<file path="config.mk">
export PLATFORM = sky130hd
export DESIGN_NAME = mux_nx1_stream
export DESIGN_NICKNAME = d
export VERILOG_FILES = /design/src/rtl/mux_nx1_stream.sv
export SDC_FILE = /design/constraint.sdc
export NUM_CORES = 1
export LEC_CHECK = 0
export ABC_AREA = 1
export CELL_PAD_IN_SITES_DETAIL_PLACEMENT = 0
export CELL_PAD_IN_SITES_GLOBAL_PLACEMENT = 1
export CORE_MARGIN = 2
export CORE_UTILIZATION = 22
export DETAILED_ROUTE_END_ITERATION = 8
export MAX_ROUTING_LAYER = met4
export PLACE_DENSITY_LB_ADDON = 0.08
export REMOVE_ABC_BUFFERS = 1
export SYNTH_ARGS = -nofsm -noshare
export SYNTH_HDL_FRONTEND = slang
export SYNTH_SLANG_ARGS = --single-unit
</file>
<file path="constraint.sdc">
create_clock -name clk -period 2.1 [get_ports clk]
set_input_delay 0.315 -clock clk [delete_from_list [all_inputs] [get_ports clk]]
set_output_delay 0.315 -clock clk [all_outputs]
set_load 0.02 [all_outputs]
</file>
<file path="src/rtl/mux_nx1_stream.sv">
// ============================================================================
// mux_nx1_stream : N:1 stream mux with a registered valid/ready output stage.
// Optional round-robin arbitration when MUX_NX1_STREAM_RR_EN is defined.
// Revision: 1.0
// ============================================================================
`default_nettype none

module mux_nx1_stream #(
  parameter int N    = 4,
  parameter int W    = 3,
  parameter int SELW = 2
) (
  input  logic            clk,
  input  logic            reset_n,
  input  logic [N*W-1:0]  in_data,
  input  logic [N-1:0]    in_valid,
  output logic [N-1:0]    in_ready,
  input  logic [SELW-1:0] sel,
  output logic [W-1:0]    out_data,
  output logic            out_valid,
  input  logic            out_ready,
  output logic [SELW-1:0] out_grant
);

  typedef enum logic [0:0] {
    EMPTY = 1'b0,
    FULL  = 1'b1
  } state_t;

  state_t          state_q, state_d;
  logic [W-1:0]    data_q, data_d;
  logic [SELW-1:0] grant_q, grant_d;

  logic            load_en;
  logic            chosen;
  logic [SELW-1:0] chan;
  logic            accept;
  logic [W-1:0]    chan_data;

  assign load_en = (state_q == EMPTY) || out_ready;

`ifdef MUX_NX1_STREAM_RR_EN
  logic [SELW-1:0] rr_ptr_q, rr_ptr_d;
  logic            unused_sel;

  assign unused_sel = ^sel;

  // Scan channels starting at rr_ptr, wrapping modulo N; first valid wins.
  always_comb begin
    logic [SELW:0] idx;
    idx    = '0;
    chosen = 1'b0;
    chan   = '0;
    for (int k = 0; k < N; k++) begin
      idx = {1'b0, rr_ptr_q} + (SELW+1)'(k);
      if (idx >= (SELW+1)'(N)) begin
        idx = idx - (SELW+1)'(N);
      end
      if (!chosen && in_valid[idx[SELW-1:0]]) begin
        chosen = 1'b1;
        chan   = idx[SELW-1:0];
      end
    end
  end

  always_comb begin
    rr_ptr_d = rr_ptr_q;
    if (accept) begin
      rr_ptr_d = (chan == SELW'(N-1)) ? '0 : chan + SELW'(1);
    end
  end

  always_ff @(posedge clk or negedge reset_n) begin
    if (!reset_n) begin
      rr_ptr_q <= '0;
    end else begin
      rr_ptr_q <= rr_ptr_d;
    end
  end
`else
  assign chan   = sel;
  assign chosen = ({1'b0, sel} < (SELW+1)'(N));
`endif

  // Ready is forced low during reset so no producer sees a handshake.
  for (genvar i = 0; i < N; i++) begin : g_rdy
    assign in_ready[i] = reset_n && load_en && chosen && (chan == SELW'(i));
  end

  assign accept = |(in_ready & in_valid);

  always_comb begin
    chan_data = '0;
    for (int i = 0; i < N; i++) begin
      if (chan == SELW'(i)) begin
        chan_data = in_data[i*W +: W];
      end
    end
  end

  always_comb begin
    state_d = state_q;
    data_d  = data_q;
    grant_d = grant_q;
    if (load_en) begin
      if (accept) begin
        state_d = FULL;
        data_d  = chan_data;
        grant_d = chan;
      end else begin
        state_d = EMPTY;
      end
    end
  end

  always_ff @(posedge clk or negedge reset_n) begin
    if (!reset_n) begin
      state_q <= EMPTY;
      data_q  <= '0;
      grant_q <= '0;
    end else begin
      state_q <= state_d;
      data_q  <= data_d;
      grant_q <= grant_d;
    end
  end

  assign out_valid = (state_q == FULL);
  assign out_data  = data_q;
  assign out_grant = grant_q;

endmodule

`default_nettype wire

</file>
Yosys cells after proc, flatten, opt, wreduce, memory -nomap -nowiden

Index checks and enable logic that the tools add are counted.
Widths: inputs -> output; s select.

Bits in registers: 6
Logic and storage cells: 22

Bitwise logic cells: 2
Reductions and logical operators: 9
Eq/ne operators: 3
Multiplexer cells: 5

Operator list:

| cell               | number |
|---|---|
| $mux 3             | 4 |
| $logic_and 1x1->1  | 5 |
| $and 4x4->4        | 1 |
| $eq 2x2->1 const B | 2 |
| $reduce_or 4->1    | 1 |
| $eq 2x1->1 const B | 1 |
| $logic_not 2->1    | 1 |
| $reduce_and 2->1   | 1 |
| $logic_or 1x1->1   | 1 |
| $mux 1             | 1 |
| $not 1->1          | 1 |

Depth between registers and ports, before layout

Depth after elaboration: 7
Mapped depth: 7

Worst setup path before layout

OpenSTA, ideal clock, no wires.

Path type: register -> output
Start point: register state_q (netlist: out_valid)
End point: output port in_ready[0]
Cell stages (with the launch flop): 4
Slack: 0.545 ns
Arrival time: 1.240 ns
Cells stage by stage: dfrtp_1 > a21oi_1 > inv_1 > nor3_1

Word-level cells in the longest chain between the ends: 4

Ends and longest elaborated chain:

| item                            | line | text |
|---|---|---|
| start, declared                 | 30   | `state_t state_q, state_d;` |
| start signal, assigned          | 122  | `state_q <= state_d;` |
| $not 1->1                       | 40   | `assign load_en = (state_q == EMPTY) \|\| out_ready;` |
| $logic_or 1x1->1                | 40   |  |
| $logic_and 1x1->1 (2 in series) | 87   | `assign in_ready[i] = reset_n && load_en && chosen && (chan == SELW'(i));` |
| end, declared                   | 17   | `output logic [N-1:0] in_ready,` |

Every way passes these cells.

Final worst setup path

Start point: input port out_ready
End point: output port in_ready[1]

Word-level cells in the longest chain between the ends: 3

Ends and longest elaborated chain:

| item                            | line | text |
|---|---|---|
| start, declared                 | 21   | `input logic out_ready,` |
| $logic_or 1x1->1                | 40   |  |
| $logic_and 1x1->1 (2 in series) | 87   |  |

Every way passes these cells.

==> impl_results.md <==
- Endpoint class of the critical path: output port
- Most Frequent Cell on Critical Path: inv_1
- Post-route clock period utilization: 0.903
- Place WS: -0.180 ns
- Sw frac: 0.333
- Max incr delay on CP: between 0.4 and 0.5 ns
- DIE AREA: roughly 2300 µm²
- Setup repair bufs after CTS: 0
- Num ports: 31
- Yosys Warn Count: 0
- Final net count: between 100 and 150
- Minimum clock period: between 1.5 and 2 ns
- Net Sw Power: approximately 0.00016 W
- Synth top area share: 0.359
- Via/cell ratio: approximately 4.2
- Crit-path max FO: 4
- Clk_lat worst skew: between 0.2 and 0.3 ns
- Syn_area_per_cell: approximately 7 µm²
- Clock slew at reported path FFs: 0.05 ns
- DP HPWL: 998 µm
- Clock power share: 0.229
- Clk sinks: 6
- GR Overflow Total: 0
- Vias in the first global route: approximately 450
- Initial antenna violation count: 0
- Via count: about 500
- Max-cap violations: 0
- RSZ-0062 raised after global routing: false
- Max-slew violations: 0
- Multi-input combinational cell area: 245 µm²
- Layout fillers: around 190
- Comb power frac: 0.438
- Die Span X: around 48 µm
- Post-CTS Hold Buffers: 0
- CTS Buf Count: 3
- DRC errors left: 0
- Critical path class: input pin to output port
- Fraction of layout cells with a size suffix above 1: 0.186
- # setup viols final: 0
- Final hold slack: between 0.3 and 0.4 ns
- Worst path required time: ~1.8 ns
- #FFs+latches synth: 6
- Initial Util: 0.237
- Reg2Reg Depth: 6
- Maximum level of the CTS H-tree: 1
- Worst Skew: between 0.003 and 0.004 ns
- CTS root buffer: clkbuf_4
- Max VDD drop: between 400 and 500 µV
- Synth-to-layout area growth: 91.6%
- Min-Delay Path Class: input pin to async pin
- Critical Path AT: 1.58 ns
- PwrDens: ~590 nW/µm²
- DR iter-0 viols: 1
- Largest net degree at the start of global routing: 9
- Flop pwr share: 0.333
- Register Area: approximately 150 µm²
- First-pass GRT wire length: roughly 1800 µm
- # diodes: 0
- Outcome: finished clean
- WL/cell: roughly 9.8 µm
- Worst setup margin: 0.204 ns
- Fmax: 0.527 GHz
- Yosys cell types: 14
- Synth area leaders: dfrtp_1 36%, nand2_1 22%, nand4_2 6.0%
- CTS tree: yes
- Worst slew pin tran: between 0.2 and 0.25 ns
- Clock Tree Buf Depth: 2
- Placer Congestion: around 0.76
- Die Height: about 48 µm
- Slew HR: 0.847
- Setup TNS: 0 ns
- Routed WL: between 1000 and 1500 µm
- Post-cts resize count: 4
- Internal Pwr Total: about 0.00032 W
- Crit-path slowest cell: clkdlybuf4s50_1
- Port Buffers: 30
- Drt pass-1 iters: 2
- Final Util: 0.454
- Post-Syn Area: around 420 µm²
- Leak: 0.388 nW
- Core area: 1760 µm²
- Final hold viol count: 0
- Cell Rows: 15
- CP Launch Type: input pin
- Cell count after synthesis: 60
- Cell Chain, Critical Path: clkdlybuf4s50_1 > inv_1 > a21oi_2 > inv_1 > nor3_1 > dlygate4sd2_1
- DRT antenna net count: 0
- Register area share after synthesis: 0.359
- Cell taking the most area after synthesis: dfrtp_1
- Total Routing Usage GR: 0.121
==> layer usage <==
layer,wire length (µm),global-route usage
met3,75,0.0566
met4,0,0.0162
met1,525,0.134
met2,597,0.203
met5,0,-
==> cell usage in the layout, fill, tap and decap left out <==
cell type	Yosys	final
a21oi_2	0	1
buf_4	0	4
clkbuf_4	0	3
clkdlybuf4s50_1	0	26
dfrtp_1	6	6
dlygate4sd2_1	0	4
inv_1	4	4
inv_2	3	3
nand2_1	25	25
nand2_4	2	2
nand3_1	2	2
nand4_1	3	3
nand4_2	2	2
nor2_1	2	2
nor2_2	2	2
nor2_4	1	1
nor3_1	3	3
o21ai_1	4	4
==> flip-flops by register name (all words and copies together), names as in the netlist <==
register / count
out_data: 3
out_grant: 2
out_valid: 1
==> metrics by stage <==
step | cell area, µm² | cells | power (W)
after global routing | 801 | 122 | 0.000510
after global placement | 779 | 119 | 0.000369
final | 801 | 122 | 0.000473
after floorplan | 418 | 60 | 0.000249
after detailed placement | 779 | 119 | 0.000370
after CTS | 797 | 122 | 0.000480
==> synth_stat cells <==
cell type and n:
inv_2 3, nand4_2 2, nor2_2 2, nand4_1 3, nand2_1 25, o21ai_1 4, nor2_1 2, nand3_1 2
dfrtp_1 6, a21oi_1 1, nor3_1 3, inv_1 4, nand2_4 2, nor2_4 1
==> worst paths after layout <==
check / from / endpoint / slack, ns
max reg2reg: out_valid$_DFFE_PN0N_ / out_grant[0]$_DFFE_PN0P_ / 0.97
max in group asynchronous: reset_n / out_data[2]$_DFFE_PN0P_ / 1.59
min in group clk: out_data[1]$_DFFE_PN0P_ / out_data[1]$_DFFE_PN0P_ / 0.48
max: out_ready / in_ready[1] / 0.20
min reg2reg: out_data[1]$_DFFE_PN0P_ / out_data[1]$_DFFE_PN0P_ / 0.48
min: reset_n / out_valid$_DFFE_PN0N_ / 0.38
==> final cells by class <==
type	instances	area share
inverters	7	0.0328
well taps	25	0.0391
flip-flops and latches	6	0.188
clock buffers	3	0.0281
multi-input cells	47	0.306
repair buffers	34	0.406
==> cell families after synthesis <==
group | after synthesis | share of synthesized area
DFF | 6 | 0.359
buffers and inverters | 7 | 0.0629
and+or+nand+nor | 42 | 0.518
AOI/OAI and AO/OA | 5 | 0.0599
==> critical path: cells and delay by family <==
family | cells | cell delay, ns
AO/OA/AOI/OAI | 1 | 0.17
buffers and inverters | 4 | 0.97
AND/OR/NAND/NOR | 1 | 0.13
==> power by group through the flow <==
stage / logic (W) / registers [W] / clock network [W]
6_report: 0.000207 / 0.000158 / 0.000108
5_1_grt: 0.000226 / 0.000160 / 0.000124
4_1_cts: 0.000210 / 0.000157 / 0.000113
3_5_place_dp: 0.000212 / 0.000159 / 0
3_3_place_gp: 0.000212 / 0.000158 / 0
2_1_floorplan: 0.0000569 / 0.000192 / 0
(Power assumes the default switching activity.)
==> edit 1, RTL diff (same settings) <==
Change the parameter `SELW` from 2 to 3.
--- a/src/rtl/mux_nx1_stream.sv
+++ b/src/rtl/mux_nx1_stream.sv
@@ -10,3 +10,3 @@
   parameter int W    = 3,
-  parameter int SELW = 2
+  parameter int SELW = 3
 ) (
Interface: changed (resized out_grant and sel); port bits go from 31 to 33. No check against the original RTL was run, so the function may have changed too.
==> edit 1 against the original RTL <==
Via count is 9.1% higher. Cell area increased by 14%. Clock skew decreased by 0.0020 ns. Power grew 1.4%. Worst setup slack better by 0.018 ns. Register-to-register slack worse by 0.13 ns. Synthesized area is 17% higher. Sequential cell count increased by 1. Cell count grew 13%. Count of clock-buffer cells in the layout increased by 1. Wire length grew 22%. Utilization down 2.8 points. Non-clock buffer count up 6. Largest cell class unchanged.
==> edit 1: results (changes against the original RTL) <==
stage,metric,value,unit,change
outcome,status,completed,,unchanged
power_and_ir_drop,p_leak,0.0004275,uW,was 0.0003875 uW
route,wl_met2,646,um,was 597 um
cts,worstSkewPairLatency,0.24,ns,
route,wl_met1,742,um,was 525 um
job,drv_cap,0,,unchanged
power_and_ir_drop,vdd_drop_max,0.3849,mV,was 0.4266 mV
final_layout,fillers,232,,was 192
global_routing,grt_pass1_vias,524,,was 449
yosys,yosysUniqueCellTypes,17,,was 14
place,place_hpwl,1193,um,was 998.4 um
timing,tightest_slew,0.2162,ns,was 0.2298 ns
yosys,syn_inst,67,,was 60
yosys,yosysSeqAreaShare,0.3571,,was 0.3593
route,vias_per_cell,4.065,,was 4.213
global_routing,grt_pass1_wl,2346,um,was 1780 um
global_routing,grtUsageTotal,0.1218,,was 0.1207
place,numPortBuffers,32,,was 30
yosys,ys_top_cells_by_area,"dfrtp_1 36%, nand2_1 19%, nand3_2 6.1%, nand3_1 4.1%, nor3_1 4.1%",,"was dfrtp_1 36%, nand2_1 22%, nand4_2 6.0%, nand2_4 5.4%, o21ai_1 4.8%"
yosys,synth_common_cells,"25 x nand2_1, 7 x dfrtp_1, 5 x inv_1",,"was 25 x nand2_1, 6 x dfrtp_1, 4 x inv_1, 4 x o21ai_1"
route,wirelength,1459,um,was 1198 um
setup_path,cp.arrival,1.56,ns,was 1.58 ns
setup_path,slowest_delay,0.48,ns,was 0.46 ns
place,postPlaceCellArea,894.6,um^2,was 779.5 um^2
setup_path,crit_slowest_cell,clkdlybuf4s50_1,,unchanged
route,wl_met3,71,um,was 75 um
timing,fin_skew,0.001030,ns,was 0.003066 ns
route,drt-wirelength-per-cell,10.57,um,was 9.820 um
global_routing,grt_start_max_net_pins,8,,was 9
hold_path,worstHoldPathType,in2async,,unchanged
final_layout,nets,133,,was 120
setup_path,critPathTopFamily,buffers and inverters,,unchanged
route,drt_iter0_drc,3,,was 1
setup_path,r2r_slack,0.84,ns,was 0.97 ns
final_layout,drive_gt1_frac,0.2000,,was 0.1856
place,gp_congestion,0.6950,,was 0.7556
## edit 1: changes by cell type after synthesis, sizes merged
cell and change:
buf +1, nor2 +1, nor3 +1, inv -1, nand4 -2, nand3 +5, dfrtp +1, nor3b +1
## edit 1: worst paths after layout
| path | start | end | depth (start not counted) |
|---|---|---|---|
| hold reg to reg | out_grant[1]$_DFFE_PN0P_ | out_grant[1]$_DFFE_PN0P_ | 2 |
| max in group asynchronous | reset_n | out_data[2]$_DFFE_PN0P_ | 2 |
| setup / recovery | reset_n | in_ready[0] | 6 |
| setup reg to reg | out_valid$_DFFE_PN0N_ | out_data[0]$_DFFE_PN0P_ | 7 |
| hold / removal | reset_n | out_grant[2]$_DFFE_PN0P_ | 2 |
| min in group clk | out_grant[1]$_DFFE_PN0P_ | out_grant[1]$_DFFE_PN0P_ | 2 |
## edit 1: power by group
group | leakage, uW | switching [uW] | internal, uW | total [uW]
Combinational | 0.000321 | 87.4 | 103 | 190
Sequential | 0.0000916 | 13.2 | 157 | 171
Clock | 0.0000150 | 46.8 | 72.3 | 119
Total | 0.000428 | 147 | 332 | 480
## edit 1: timing repair
item                                    in CTS  in global routing
gates resized for setup                      4                  0
endpoints found under the setup margin       4                  0
setup buffers                                0                  0
## edit 1: routing by layer
metal / up-vias / GRT usage
li1: 309 / -
met3: 0 / 0.008772
met2: 20 / 0.1753
met5: - / -
met1: 232 / 0.1703
met4: 0 / 0.06579
## edit 1: logic make-up (layout without fill, tap and decap cells)
logic type | count (synthesis) | in the layout | share of synthesized area
simple gates | 48 | 48 | 0.5000
flops | 7 | 7 | 0.3571
buf+inv | 7 | 50 | 0.06887
compound gates | 5 | 5 | 0.07399
## edit 1: final cells by class
| class | count | area, um^2 | area share |
|---|---|---|---|
| inverter | 6 | 22.52 | 0.02459 |
| sequential | 7 | 175.2 | 0.1913 |
| tap | 28 | 35.03 | 0.03825 |
| timing repair buffer | 40 | 375.4 | 0.4098 |
| multi-input combinational | 53 | 281.5 | 0.3074 |
| clock buffer | 4 | 26.28 | 0.02869 |
## edit 1: per-stage QoR
step	worst slack [ns]	utilization	hold WS [ns]	power [uW]
final	0.2213	0.4263	0.3757	479.6
after global routing	0.1312	0.4263	0.3750	512.4
after CTS	0.2143	0.4263	0.3726	490.1
after detailed placement	-0.07227	0.4164	0.4633	365.3
after global placement	-0.07855	0.4164	0.4610	366.5
after floorplan	0.5140	-	0.01941	247.6
==> edit 2, RTL diff (same flow settings) <==
Without the edit above. Build with the macro `MUX_NX1_STREAM_RR_EN` defined.
--- a/src/rtl/mux_nx1_stream.sv
+++ b/src/rtl/mux_nx1_stream.sv
@@ -6,2 +6,4 @@
 `default_nettype none
+
+`define MUX_NX1_STREAM_RR_EN
 
Function: changed (Yosys sat finds a counterexample within 4 cycles, from zero or initial values and one cycle with reset_n low).
==> edit 2 against the original RTL <==
The flow now finishes with violations (setup timing). Hold slack gained 0.036 ns. Largest cell class is now multi-input gates. Worst setup slack lost 0.49 ns. Fmax shrank 20%. Wire length grew 120%. First-iteration DRC count grew to 35 times the old value. Cell area grew 99%. Sequential cell count grew 2. Synthesized area grew 95%.
Power is left out: it rests on default switching activity, and per cell area and clock period it moved more than threefold.
==> edit 2: results (changes against the original RTL) <==
stage,metric,value,unit,change
cts,cts_buffer_depth,2,,unchanged
route,wirelength,2598,um,was 1198 um
cts,worstSkewPairLatency,0.23,ns,was 0.25 ns
place,numPortBuffers,28,,was 30
route,drt-wirelength-per-cell,11.10,um,was 9.820 um
place,place_hpwl,2028,um,was 998.4 um
yosys,ys_top_cells_by_area,"dfrtp_1 25%, nand2_1 19%, inv_1 6.9%, ha_1 6.1%, nand2_2 6.1%",,"was dfrtp_1 36%, nand2_1 22%, nand4_2 6.0%, nand2_4 5.4%, o21ai_1 4.8%"
yosys,ys_warn_count,0,,unchanged
global_routing,grt_pass1_wl,4071,um,was 1780 um
setup_path,reg2regPathDepth,18,,was 6
setup_path,cp.arrival,2.07,ns,was 1.58 ns
hold_path,worstHoldPathType,in2async,,unchanged
yosys,yosysSeqAreaShare,0.2458,,was 0.3593
timing,setup_tns,-2.811,ns,was 0 ns
place,postPlaceCellArea,1328,um^2,was 779.5 um^2
yosys,postSynthAreaPerCell,6.414,um^2,was 6.965 um^2
global_routing,grt_pass1_vias,948,,was 449
outcome,violations,setup timing,,
setup_path,crit_slowest_cell,dfrtp_2,,was clkdlybuf4s50_1
route,route.vias.total,1000,,was 514
yosys,synth_common_cells,"41 x nand2_1, 15 x inv_1, 10 x o21ai_1",,"was 25 x nand2_1, 6 x dfrtp_1, 4 x inv_1, 4 x o21ai_1"
global_routing,antenna_found_initial,0,,unchanged
cts,root_buffer,clkbuf_8,,was clkbuf_4
setup_path,slowest_delay,0.43,ns,was 0.46 ns
final_layout,largest_reg_flops,3,,unchanged
yosys,async_reset_ff_frac,1.000,,unchanged
route,first_pass_iters,4,,was 2
route,drt_iter0_drc,35,,was 1
global_routing,grt_start_max_net_pins,9,,unchanged
setup_path,critPathTopFamily,buffers and inverters,,unchanged
timing,relSlewSlack,0.8249,,was 0.8466
timing,setup_ws,-0.2830,ns,was 0.2037 ns
cts,htree_levels,1,,unchanged
setup_path,critPathMaxFanout,5,,was 4
cts,numCtsBuffers,3,,unchanged
final_layout,nets,213,,was 120
timing,fin_skew,0.0007229,ns,was 0.003066 ns
final_layout,drive_gt1_frac,0.4892,,was 0.1856
final_layout,antenna_cells,0,,unchanged
global_routing,grtUsageTotal,0.1281,,was 0.1207
yosys,yosysUniqueCellTypes,22,,was 14
outcome,status,"complete, but fails checks",,was completed
cts,clk_pin_slew,0.04,ns,
global_routing,grt-ovfl-total,0,,unchanged
timing,finalSetupViolations,12,,was 0
place,gp_congestion,0.8096,,was 0.7556
yosys,synth_ff_type,dfrtp_1,,unchanged
place,pre_cts_slack,-0.8981,ns,was -0.1799 ns
place,place_inst,226,,was 119
edit 2: layer usage:
layer | part of all wire | track usage | vias to the layer above | routed length [um]
met3 | 0.033 | 0.01042 | 6 | 86
met4 | 0.013 | 0.04787 | 0 | 33
met5 | 0 | - | - | 0
li1 | - | - | 530 | -
met2 | 0.47 | 0.2023 | 20 | 1223
met1 | 0.48 | 0.1711 | 444 | 1255
edit 2: kinds of logic (layout without fill, tap and decap cells):
kind of cell,after synthesis,in the layout,share of synthesized area
DFF,8,8,0.2458
adders and majority gates,4,4,0.06145
and+or+nand+nor,72,72,0.4378
buffers and inverters,18,77,0.09215
AOI/OAI and AO/OA,25,25,0.1628
edit 2: timing repair:
| item | in CTS | in global routing |
|---|---|---|
| buffers inserted | 3 | 2 |
| hold buffers | 0 | 0 |
| gates resized for setup | 49 | 42 |
| setup endpoints to repair | 12 | 12 |
| gates cloned | 0 | 0 |
| pin swaps | 18 | 31 |
edit 2: worst paths after layout:
kind / slack, ns / from / end
setup / recovery: -0.28 / rr_ptr_q[0]$_DFFE_PN0P_ / in_ready[1]
hold / removal: 0.41 / reset_n / out_valid$_DFFE_PN0N_
setup reg to reg: -0.26 / rr_ptr_q[0]$_DFFE_PN0P_ / out_data[1]$_DFFE_PN0P_
hold reg to reg: 0.48 / out_data[2]$_DFFE_PN0P_ / out_data[2]$_DFFE_PN0P_
max in group asynchronous: 1.55 / reset_n / rr_ptr_q[1]$_DFFE_PN0P_
min in group clk: 0.48 / out_data[2]$_DFFE_PN0P_ / out_data[2]$_DFFE_PN0P_
edit 2: layout make-up:
class,instances,area (um^2)
Tap cell,48,60.06
Fill cell,373,2016
Timing Repair Buffer,58,520.5
Multi-Input combinational cell,101,698.2
Clock buffer,3,41.29
Sequential cell,8,202.7
Inverter,16,67.56
